File: src/rtl/led_matrix_capture.sv
// Receiver for the pong LED-matrix serial link: deserialises the row/column
// chains, models latch + output enable, and rebuilds the displayed frame.
module led_matrix_capture #(
  parameter int ROWS   = 8,
  parameter int COLS   = 8,
  parameter int RW     = 3,
  parameter int MIN_ON = 2
) (
  input  logic            clock,
  input  logic            resetb,
  input  logic            rclk,
  input  logic            rsdi,
  input  logic            cclk,
  input  logic            csdi,
  input  logic            le,
  input  logic            oeb,
  input  logic [RW-1:0]   rd_row,
  output logic [COLS-1:0] rd_data,
  output logic            frame_valid,
  output logic [15:0]     frame_count,
  output logic            err_onehot,
  input  logic            err_clr
);

  localparam int CW = $clog2(MIN_ON + 1);

  // Pin order: 0 rclk, 1 rsdi, 2 cclk, 3 csdi, 4 le, 5 oeb
  logic [5:0] sync1, sync2;
  logic [2:0] edge_d;            // third flop for rclk, cclk, le only
  logic       rclk_rise, cclk_rise, le_rise, oeb_s;

  logic [ROWS-1:0]            row_sr, row_lat;
  logic [COLS-1:0]            col_sr, col_lat;
  logic [CW-1:0]              on_cnt;
  logic [ROWS-1:0][COLS-1:0]  acc, frame;
  logic [RW-1:0]              prev_row;
  logic                       prev_valid;

  logic          sr_oh, lat_oh, shown, commit;
  logic [RW-1:0] sr_k, lat_k;

  always_ff @(posedge clock) begin
    if (!resetb) begin
      sync1  <= '0;
      sync2  <= '0;
      edge_d <= '0;
    end else begin
      sync1  <= {oeb, le, csdi, cclk, rsdi, rclk};
      sync2  <= sync1;
      edge_d <= {sync2[4], sync2[2], sync2[0]};
    end
  end

  assign rclk_rise = sync2[0] & ~edge_d[0];
  assign cclk_rise = sync2[2] & ~edge_d[1];
  assign le_rise   = sync2[4] & ~edge_d[2];
  assign oeb_s     = sync2[5];

  always_comb begin
    sr_k  = '0;
    lat_k = '0;
    for (int i = 0; i < ROWS; i++) begin
      if (row_sr[i])  sr_k  = RW'(i);
      if (row_lat[i]) lat_k = RW'(i);
    end
  end

  assign sr_oh  = $onehot(row_sr);
  assign lat_oh = $onehot(row_lat);
  assign shown  = (on_cnt == CW'(MIN_ON)) && !oeb_s;
  assign commit = le_rise && sr_oh && prev_valid && (sr_k <= prev_row);

  // Latch captures pre-shift contents when a shift edge lands on the same cycle.
  always_ff @(posedge clock) begin
    if (!resetb) begin
      row_sr  <= '0;
      col_sr  <= '0;
      row_lat <= '0;
      col_lat <= '0;
    end else begin
      if (rclk_rise) row_sr <= {row_sr[ROWS-2:0], sync2[1]};
      if (cclk_rise) col_sr <= {col_sr[COLS-2:0], sync2[3]};
      if (le_rise) begin
        row_lat <= row_sr;
        col_lat <= col_sr;
      end
    end
  end

  always_ff @(posedge clock) begin
    if (!resetb)
      on_cnt <= '0;
    else if (le_rise || oeb_s)
      on_cnt <= '0;
    else if (on_cnt != CW'(MIN_ON))
      on_cnt <= on_cnt + 1'b1;
  end

  // Commit clears acc after the accumulate, so a same-cycle accumulation is lost.
  always_ff @(posedge clock) begin
    if (!resetb) begin
      acc         <= '0;
      frame       <= '0;
      frame_valid <= 1'b0;
      frame_count <= '0;
      prev_row    <= '0;
      prev_valid  <= 1'b0;
    end else begin
      frame_valid <= 1'b0;
      if (shown && lat_oh)
        acc[lat_k] <= acc[lat_k] | col_lat;
      if (commit) begin
        frame       <= acc;
        acc         <= '0;
        frame_valid <= 1'b1;
        frame_count <= frame_count + 16'd1;
      end
      if (le_rise && sr_oh) begin
        prev_row   <= sr_k;
        prev_valid <= 1'b1;
      end
    end
  end

  always_ff @(posedge clock) begin
    if (!resetb)
      err_onehot <= 1'b0;
    else if (le_rise && !sr_oh)
      err_onehot <= 1'b1;
    else if (err_clr)
      err_onehot <= 1'b0;
  end

  always_ff @(posedge clock) begin
    if (!resetb)
      rd_data <= '0;
    else if (int'(rd_row) < ROWS)
      rd_data <= frame[rd_row];
    else
      rd_data <= '0;
  end

endmodule

File: config.mk
export PLATFORM = sky130hd
export DESIGN_NAME = led_matrix_capture
export DESIGN_NICKNAME = d
export VERILOG_FILES = /design/src/rtl/led_matrix_capture.sv
export SDC_FILE = /design/constraint.sdc
export NUM_CORES = 1
export LEC_CHECK = 0
export ABC_AREA = 1
export CORE_MARGIN = 5
export CORE_UTILIZATION = 49
export CTS_BUF_LIST = sky130_fd_sc_hd__clkbuf_2 sky130_fd_sc_hd__clkbuf_4 sky130_fd_sc_hd__clkbuf_8
export DETAILED_ROUTE_END_ITERATION = 16
export PLACE_DENSITY = 0.65
export SYNTH_ARGS = -nofsm -noshare
export SYNTH_HDL_FRONTEND = slang
export SYNTH_SLANG_ARGS = --single-unit
File: constraint.sdc
create_clock -name clock -period 5.33 [get_ports clock]
set_clock_uncertainty 0.2 [all_clocks]
set_input_delay 1.3325 -clock clock [delete_from_list [all_inputs] [get_ports clock]]
set_output_delay 1.3325 -clock clock [all_outputs]
set_load 0.02 [all_outputs]
# After elaboration in Yosys (flattened, before gate mapping)

Index checks and enable logic that the tools add are counted.

Bits in registers: 207
Logic and storage cells: 99
Output and inout bits: 26
Bits of input ports: 12

Reductions and logical operators: 13
Add/sub/neg operators: 16
Magnitude comparators: 4
Multiplexer cells: 24
Equality and inequality tests: 4
Bitwise logic cells: 8

Operators with widths:

| cell                    | count |
|---|---|
| $bwmux W64              | 1 |
| $bmux W8 S3             | 2 |
| $mux W3                 | 12 |
| $demux W8 S3            | 1 |
| $mux W8                 | 3 |
| $add A1 B1 Y2           | 8 |
| $add A16 B1 Y16 const B | 1 |
| $add A2 B2 Y3           | 4 |
| $add A3 B3 Y4           | 2 |
| $eq A4 B1 Y1 const B    | 2 |
| $lt A3 B4 Y1 const B    | 2 |
| $or A8 B8 Y8            | 1 |
| $logic_and A1 B1 Y1     | 7 |
| $mux W1                 | 5 |
| $not A1 Y1              | 4 |
| $reduce_or A2 Y1        | 2 |
| $and A1 B1 Y1           | 3 |
| $ge A3 B1 Y1 const B    | 1 |
| $le A3 B3 Y1            | 1 |
| $add A2 B1 Y2 const B   | 1 |
| $eq A2 B2 Y1 const B    | 1 |
| $logic_not A1 Y1        | 2 |
| $ne A2 B2 Y1 const B    | 1 |
| $reduce_bool A2 Y1      | 1 |
| $logic_or A1 B1 Y1      | 1 |

# Depth between registers and ports, before layout

Gate-level depths: netlist (run 1).

Depth in word-level cells: 12
Depth in mapped cells: 20
Gate-level depth less buffers: 19

# Least setup slack after synthesis (run 1)

Ideal clock, no wire load.

Kind: reg-to-reg
Start: reg row_sr[0]
End: reg acc[24] (netlist name)
Arrival: 3.471 ns
Stages on the path, launching flop included: 20
Buffers on the path: 2
Data required time: 5.021 ns
Clock period less this slack: 3.779 ns
Slack: 1.551 ns
Setup time: 0.109 ns
Cells stage by stage: dfxtp_1 inv_1 fa_1 fa_1 fa_1 inv_1 ha_1 inv_1 fa_1 nand2_1 nor2_1 nand4_1 nor2_1 buf_2 inv_2 nand2_2 buf_2 nor2_1 nand2_1 inv_1

Cells in the longest elaborated chain, start to end: 8

Ends and longest elaborated chain:

| what                                | line | RTL |
|---|---|---|
| from (decl)                         | 32   | `logic [ROWS-1:0] row_sr, row_lat;` |
| from (signal assigned)              | 81   | `if (rclk_rise) row_sr <= {row_sr[ROWS-2:0], sync2[1]};` |
| $add A1 B1 Y2 (implied by the code) | 68   | `assign sr_oh = $onehot(row_sr);` |
| $add A2 B2 Y3 (implied by the code) | 68   |  |
| $add A3 B3 Y4 (implied by the code) | 68   |  |
| $eq A4 B1 Y1                        | 68   |  |
| $logic_and A1 B1 Y1 (3 in series)   | 71   | `assign commit = le_rise && sr_oh && prev_valid && (sr_k <= prev_row);` |
| $reduce_or A2 Y1 (no line)          | n/a  |  |
| to (signal, indexed assignment)     | 111  | `acc[lat_k] <= acc[lat_k] \| col_lat;` |
| to (decl)                           | 35   | `logic [ROWS-1:0][COLS-1:0] acc, frame;` |

No other way between the ends.
A chain may end at the register's enable or synchronous reset.

# Worst setup path after layout (run 1)

Start: reg row_sr[3]
End: reg acc[17] (netlist name)

Cells in the longest elaborated chain, start to end: 8
Elaborated cells between the ends (all ways): 14
Those cells by class: 3 x add/sub; 1 x order compare; 1 x eq/ne; 5 x mux; 4 x reduce/logical

Ends and longest elaborated chain:

| what                                                           | line |
|---|---|
| $add A1 B1 Y2 (implied by the code) or $mux W3 (tied branches) | 68, 63 |
| $add A2 B2 Y3 (implied by the code) or $mux W3 (tied branches) | 68, 63 |
| $add A3 B3 Y4 (implied by the code) or $mux W3 (tied branches) | 68, 63 |
| $eq A4 B1 Y1 or $mux W3 (tied branches)                        | 68, 63 |
| $logic_and A1 B1 Y1 or $mux W3 (tied branches)                 | 71, 63 |
| $logic_and A1 B1 Y1 or $le A3 B3 Y1 (tied branches)            | 71 |
| $logic_and A1 B1 Y1 *                                          | 71 |
| $reduce_or A2 Y1 (no line) *                                   | n/a |

Every way passes the cells marked *; elsewhere a longest branch is shown, timed or not.

==> qor.csv, run 1 <==
metric,value,unit
hold_violations,0,
synthesis.instances,1272,
start_util,49.3,%
tightest_slew,0.953,ns
fill_cells,1823,
grt_start_max_net_pins,97,
floorplan_core_area,18500,um^2
ctsHoldBuffers,0,
dieHeight,146,um
gp_congestion,0.817,
vias_in_the_first_global_route,7641,
crit_fanout,35,
route.detailed.drc,0,
ys_seq_area_share,45.4,%
core.rowCount,50,
grt_pass1_wl,38.4,mm
postRouteWirelength,23.3,mm
antenna_cells,0,
finalSetupTns,0,ns
area_used_by_multi_input_combinational_logic,4190,um^2
clockBufferDepth,3,
dp.cells,1498,
number_of_port_buffers,37,
initialDrtViolationCount,554,
required_time_at_the_worst_slack_endpoint,5.54,ns
tritoncts,done,
share_of_the_clock_period_used_by_the_worst_path,86.7,%
firstDrtPassIters,6,
final_cells,1562,
cts.clk_slew.worst_paths,0.06,ns
critical_r2r_launch,row_sr[3],
worst_setup_path_startpoint,row_sr[3],
startpoint_type,flip-flop,
numClockSinks,207,
finalInstanceArea,10400,um^2
power.leakage,4.52,nW
final_nets,1334,
p_per_area,330,nW/um^2
place_area,9620,um^2
met3_usage_in_global_routing,3.88,%
drive_gt1_share,8.13,%
post_cts.repair.setup_buffers,0,
worst_skew_pair.late_latency,0.52,ns
synth_fp_nets,1303,
use_met2,34.6,%
grt_antenna_before_repair,0,
yosysUniqueCellTypes,34,
route.detailed.vias_per_inst,5.20,
syn_to_final_growth,14.0,%
syn-mean-instance-area,7.17,um^2
io_pins,38,
drv_cap,0,
timing_max_transition_violations_final,0,
finalSetupViolations,0,
timing.max_slew.rel_slack,36.3,%
yosys_warnings,0,
netlist_area,9120,um^2
dp.final_hpwl,14.8,mm
critPathCaptureType,flip-flop,
min-delay-start,sync1[0],
busiest_layer,met2,
vias,8125,
cts.htree.levels,2,
timing.critical_path.arrival,4.83,ns
grt_setup_unrepaired,false,
combined_flip_flop_and_latch_cell_area,4140,um^2
postCtsResizedCells,0,
seq_cells_post_synth,207,
outcome,"finished, final reports clean",
post-synth-top-area-fraction,45.4,%
groute.layer.met1.usage,29.5,%
dieArea,21400,um^2
finalCoreUtilization,56.1,%
globalRoute.totalOverflow,0,
clock_tree.root_cell,sky130_fd_sc_hd__clkbuf_8,
globalRouteTotalUtil,21.7,%
path_class,reg -> reg,
ir_worst_vdd,0.226,mV
numCtsBuffers,37,
hold_path.class,reg -> reg,
routed_wire_length_per_instance,14.9,um
ys_top_cells_by_area,"sky130_fd_sc_hd__dfxtp_1 45%, sky130_fd_sc_hd__nand2_1 12%, sky130_fd_sc_hd__o21ai_0 8.8%",
drt_antenna_net_count,0,
synth_top_cell_by_area,sky130_fd_sc_hd__dfxtp_1,
post-route-min-period,4.62,ns
dieWidth,146,um
timing.fmax,216,MHz
-- state kept, by name, summed over array words and instances, names as in the netlist, 6 cells and up --
name         flops
acc             64
frame           64
frame_count     16
col_lat          8
col_sr           8
rd_data          8
row_lat          8
row_sr           8
sync1            6
sync2            6
-- final cells by class --
| cell class | instances | area share, % |
|---|---|---|
| Multi-Input combinational cell | 868 | 40.3 |
| Sequential cell | 207 | 39.9 |
| Clock buffer | 58 | 6.96 |
| Inverter | 144 | 5.22 |
| Timing Repair Buffer | 45 | 4.33 |
| Tap cell | 234 | 2.82 |
| Clock inverter | 6 | 0.554 |
-- cell usage in the layout, fill, tap and decap left out --
master,count
sky130_fd_sc_hd__fa_1,8
sky130_fd_sc_hd__nand3_1,62
sky130_fd_sc_hd__clkinv_2,4
sky130_fd_sc_hd__xor2_1,5
sky130_fd_sc_hd__o22ai_1,1
sky130_fd_sc_hd__o21a_1,1
sky130_fd_sc_hd__dfxtp_1,207
sky130_fd_sc_hd__a31oi_1,8
sky130_fd_sc_hd__nor2_2,1
sky130_fd_sc_hd__clkdlybuf4s50_1,36
sky130_fd_sc_hd__nand3_4,1
sky130_fd_sc_hd__buf_12,2
sky130_fd_sc_hd__clkinv_1,1
sky130_fd_sc_hd__nor2_1,185
sky130_fd_sc_hd__nand2_4,2
sky130_fd_sc_hd__nand2_2,3
sky130_fd_sc_hd__clkbuf_8,46
sky130_fd_sc_hd__inv_2,10
sky130_fd_sc_hd__clkinvlp_4,1
sky130_fd_sc_hd__o21ai_1,1
sky130_fd_sc_hd__ha_1,11
sky130_fd_sc_hd__nand2_1,302
sky130_fd_sc_hd__buf_2,1
sky130_fd_sc_hd__xnor2_1,1
sky130_fd_sc_hd__nor3b_1,1
sky130_fd_sc_hd__nor2_4,12
sky130_fd_sc_hd__nor3_1,6
sky130_fd_sc_hd__a22oi_1,1
sky130_fd_sc_hd__inv_4,1
sky130_fd_sc_hd__nor2_8,3
sky130_fd_sc_hd__buf_4,6
sky130_fd_sc_hd__clkbuf_4,12
sky130_fd_sc_hd__a21oi_1,62
sky130_fd_sc_hd__o211ai_1,8
sky130_fd_sc_hd__nand4_1,21
sky130_fd_sc_hd__nand3_2,2
sky130_fd_sc_hd__inv_1,132
sky130_fd_sc_hd__bufinv_16,1
sky130_fd_sc_hd__o21ai_0,160
-- final timing paths --
path                                 end  slack [ns]  cells after the start
worst min register to register  sync2[0]        0.21                      2
worst max-delay path             acc[17]        0.71                     17
worst max register to register   acc[17]        0.71                     17
worst min-delay path            sync2[0]        0.21                      2
-- stage by stage --
step           hold slack [ns]  setup slack (ns)  power (mW)
2_1_floorplan            0.190              1.55        1.83
3_3_place_gp             0.195             0.800        1.91
3_5_place_dp             0.198             0.713        1.91
4_1_cts                  0.211             0.691        3.46
5_1_grt                  0.249             0.353        3.57
6_report                 0.210             0.709        3.43
-- critical path, cell delays in order, from the launching register on --
cell and delay (ns):
sky130_fd_sc_hd__dfxtp_1 0.34, sky130_fd_sc_hd__inv_1 0.10, sky130_fd_sc_hd__fa_1 0.46, sky130_fd_sc_hd__fa_1 0.51
sky130_fd_sc_hd__fa_1 0.41, sky130_fd_sc_hd__inv_1 0.06, sky130_fd_sc_hd__ha_1 0.16, sky130_fd_sc_hd__inv_1 0.06
sky130_fd_sc_hd__fa_1 0.48, sky130_fd_sc_hd__nand2_1 0.05, sky130_fd_sc_hd__nor2_1 0.13, sky130_fd_sc_hd__nand4_1 0.10
sky130_fd_sc_hd__nor2_1 0.39, sky130_fd_sc_hd__inv_2 0.22, sky130_fd_sc_hd__nand2_2 0.62, sky130_fd_sc_hd__nor2_1 0.08
sky130_fd_sc_hd__nand2_1 0.09, sky130_fd_sc_hd__inv_1 0.04
-- report_power, final --
group | internal, mW | switching (mW)
Combinational | 0.0845 | 0.198
Clock | 0.908 | 0.644
Sequential | 1.58 | 0.0189
Total | 2.57 | 0.861
-- per-layer routing --
metal | vias to the layer above | part of all wire (%)
li1 | 4131 | -
met1 | 3698 | 46
met2 | 246 | 45
met3 | 50 | 6.1
met4 | 0 | 2.9
met5 | - | 0
-- Yosys cell counts (all sizes together) --
cell type	count
a31oi	8
buf	24
a21oi	62
nor2	201
nand2	307
clkinv	1
nor3	6
xnor2	1
xor2	5
ha	11
nand3	65
o211ai	8
nor3b	1
o22ai	1
inv	143
fa	8
nand4	21
a22oi	1
dfxtp	207
o21ai	161
o21a	1
clkbuf	29
-- logic make-up after synthesis --
kind of cell	count (synthesis)	share of synthesized area (%)
compound gates	242	13.7
xor+xnor	6	0.576
fa+ha+maj	19	3.26
buf+inv	197	8.78
flops	207	45.4
simple gates	601	28.3
Note: power is estimated with default switching activity, not from simulation.
==> run 2, diff against run 1 <==
Settings changed: ABC_CLOCK_PERIOD_IN_PS from default to 5330, CAP_MARGIN from default to 20, SLEW_MARGIN from default to 0.
==> results of run 2 <==
The final DEF is identical to that of run 1; final timing and power are the same.
==> run 3, diff against run 2 <==
Settings changed: CORE_ASPECT_RATIO from default to 0.75.
==> run 3 against run 2 <==
Compared with the run above: utilization is 0.11 points lower; final cell count increased by 0.38%; register-to-register slack got worse by 0.03 ns; routed wire length up 4.4%; flip-flop and latch count did not move.
==> qor.csv, run 3 (same netlist as run 1, synthesis figures left out) <==
metric,value,unit
outcome,"finished, final reports clean",
numClockSinks,207,
grt_start_max_net_pins,97,
drv_cap,0,
grt_pass1_wl,39.3,mm
dieHeight,128,um
numCtsBuffers,35,
io_pins,38,
routed_wire_length_per_instance,15.5,um
final_common_cell,sky130_fd_sc_hd__nand2_1,
share_of_the_clock_period_used_by_the_worst_path,87.3,%
drt_antenna_net_count,0,
timing.critical_path.slowest_stage_cell,sky130_fd_sc_hd__nand2_2,
gp_congestion,0.881,
postCtsResizedCells,0,
worstPathBufferInverterCount,5,
crit_fanout,35,
globalRouteTotalUtil,22.5,%
dp.final_hpwl,16.2,mm
hold_violations,0,
antenna_cells,0,
initialDrtViolationCount,737,
drive_gt1_share,7.72,%
postRouteWirelength,24.4,mm
syn_to_final_growth,13.0,%
reg_top3,"acc x64, frame x64, frame_count x16",
worst_skew_pair.late_latency,0.53,ns
timing.max_slew.rel_slack,42.4,%
start_util,49.6,%
tightest_slew,0.862,ns
tritoncts,done,
timing.critical_path.slowest_cell_delay,0.63,ns
crit_family,adder cells,
grt_setup_unrepaired,false,
rr_worst_depth,17,
cts.htree.levels,2,
dieArea,21500,um^2
floorplan_core_area,18400,um^2
final_cell_mix,"302 x sky130_fd_sc_hd__nand2_1, 207 x sky130_fd_sc_hd__dfxtp_1, 185 x sky130_fd_sc_hd__nor2_1",
finalCoreUtilization,56.0,%
required_time_at_the_worst_slack_endpoint,5.54,ns
timing.critical_path.arrival,4.86,ns
finalInstanceArea,10300,um^2
clockBufferDepth,3,
place_area,9620,um^2
globalRoute.totalOverflow,0,
power.leakage,4.47,nW
pwr_total,3.31,mW
p_per_area,321,nW/um^2
final_nets,1331,
dieWidth,168,um
route.detailed.vias_per_inst,5.16,
timing.critical_path.depth,17,
post_cts.repair.setup_buffers,0,
cts.clk_slew.worst_paths,0.06,ns
grt_antenna_before_repair,0,
finalSetupTns,0,ns
number_of_port_buffers,37,
route.detailed.drc,0,
post-route-min-period,4.65,ns
ctsHoldBuffers,0,
post-route-worst-setup-slack,0.678,ns
finalSetupViolations,0,
worst_hold_path.num_cells,2,
timing.fmax,215,MHz
timing.critical_path.cells,inv_1 -> fa_1 -> fa_1 -> fa_1 -> inv_1 -> ha_1 -> inv_1 -> fa_1 -> nand2_1 -> nor2_1 -> nand4_1 -> nor2_1 -> inv_2 -> nand2_2 -> nor2_1 -> nand2_1 -> inv_1,
hold_path.class,reg -> reg,
path_class,reg -> reg,
ir_worst_vdd,0.186,mV
timing_max_transition_violations_final,0,
core.rowCount,43,
vias,8086,
pre_cts_ws,0.663,ns
clock_tree.root_cell,sky130_fd_sc_hd__clkbuf_8,
firstDrtPassIters,6,
startpoint_type,flip-flop,
fill_cells,1812,
critPathCaptureType,flip-flop,
vias_in_the_first_global_route,7463,
[run 3: area by class of cell]
cell class / count / area (um^2) / share of cell area (%)
Multi-Input combinational cell: 868 / 4190 / 40.6
Timing Repair Buffer: 44 / 438 / 4.25
Sequential cell: 207 / 4140 / 40.2
Tap cell: 247 / 309 / 3.00
Inverter: 144 / 543 / 5.27
Clock inverter: 3 / 21.3 / 0.206
Clock buffer: 55 / 669 / 6.49
[run 3: metal layers]
layer	vias up	global-route usage [%]	part of all wire (%)
met2	259	33.1	41
met1	3689	33.3	50
met4	0	6.06	1.5
met5	-	0	0
li1	4109	-	-
met3	29	5.21	7.9
[run 3: through the flow]
step                std cells  hold slack, ns
global route             1568           0.233
CTS                      1568           0.218
global placement         1510           0.193
detailed placement       1510           0.197
floorplan                1272           0.190
finish                   1568           0.212
[run 3: final timing paths]
check	startpoint	end	slack (ns)
worst max-delay path	row_sr[0]	acc[33]	0.68
worst min-delay path	sync1[4]	sync2[4]	0.21
worst max register to register	row_sr[0]	acc[33]	0.68
worst min register to register	sync1[4]	sync2[4]	0.21
[run 3: worst reg2reg max path: cells and delay by family, from the launching register on]
kind	cells	cell delay, ns
adder cells (fa/ha/maj)	5	2.06
AND/OR/NAND/NOR	7	1.50
buffers and inverters	5	0.46
flip-flops	1	0.31
[run 3: power breakdown]
| part | internal (mW) | switching [mW] |
|---|---|---|
| registers | 1.58 | 0.0190 |
| clock network | 0.794 | 0.635 |
| logic | 0.0841 | 0.202 |
| total | 2.46 | 0.856 |
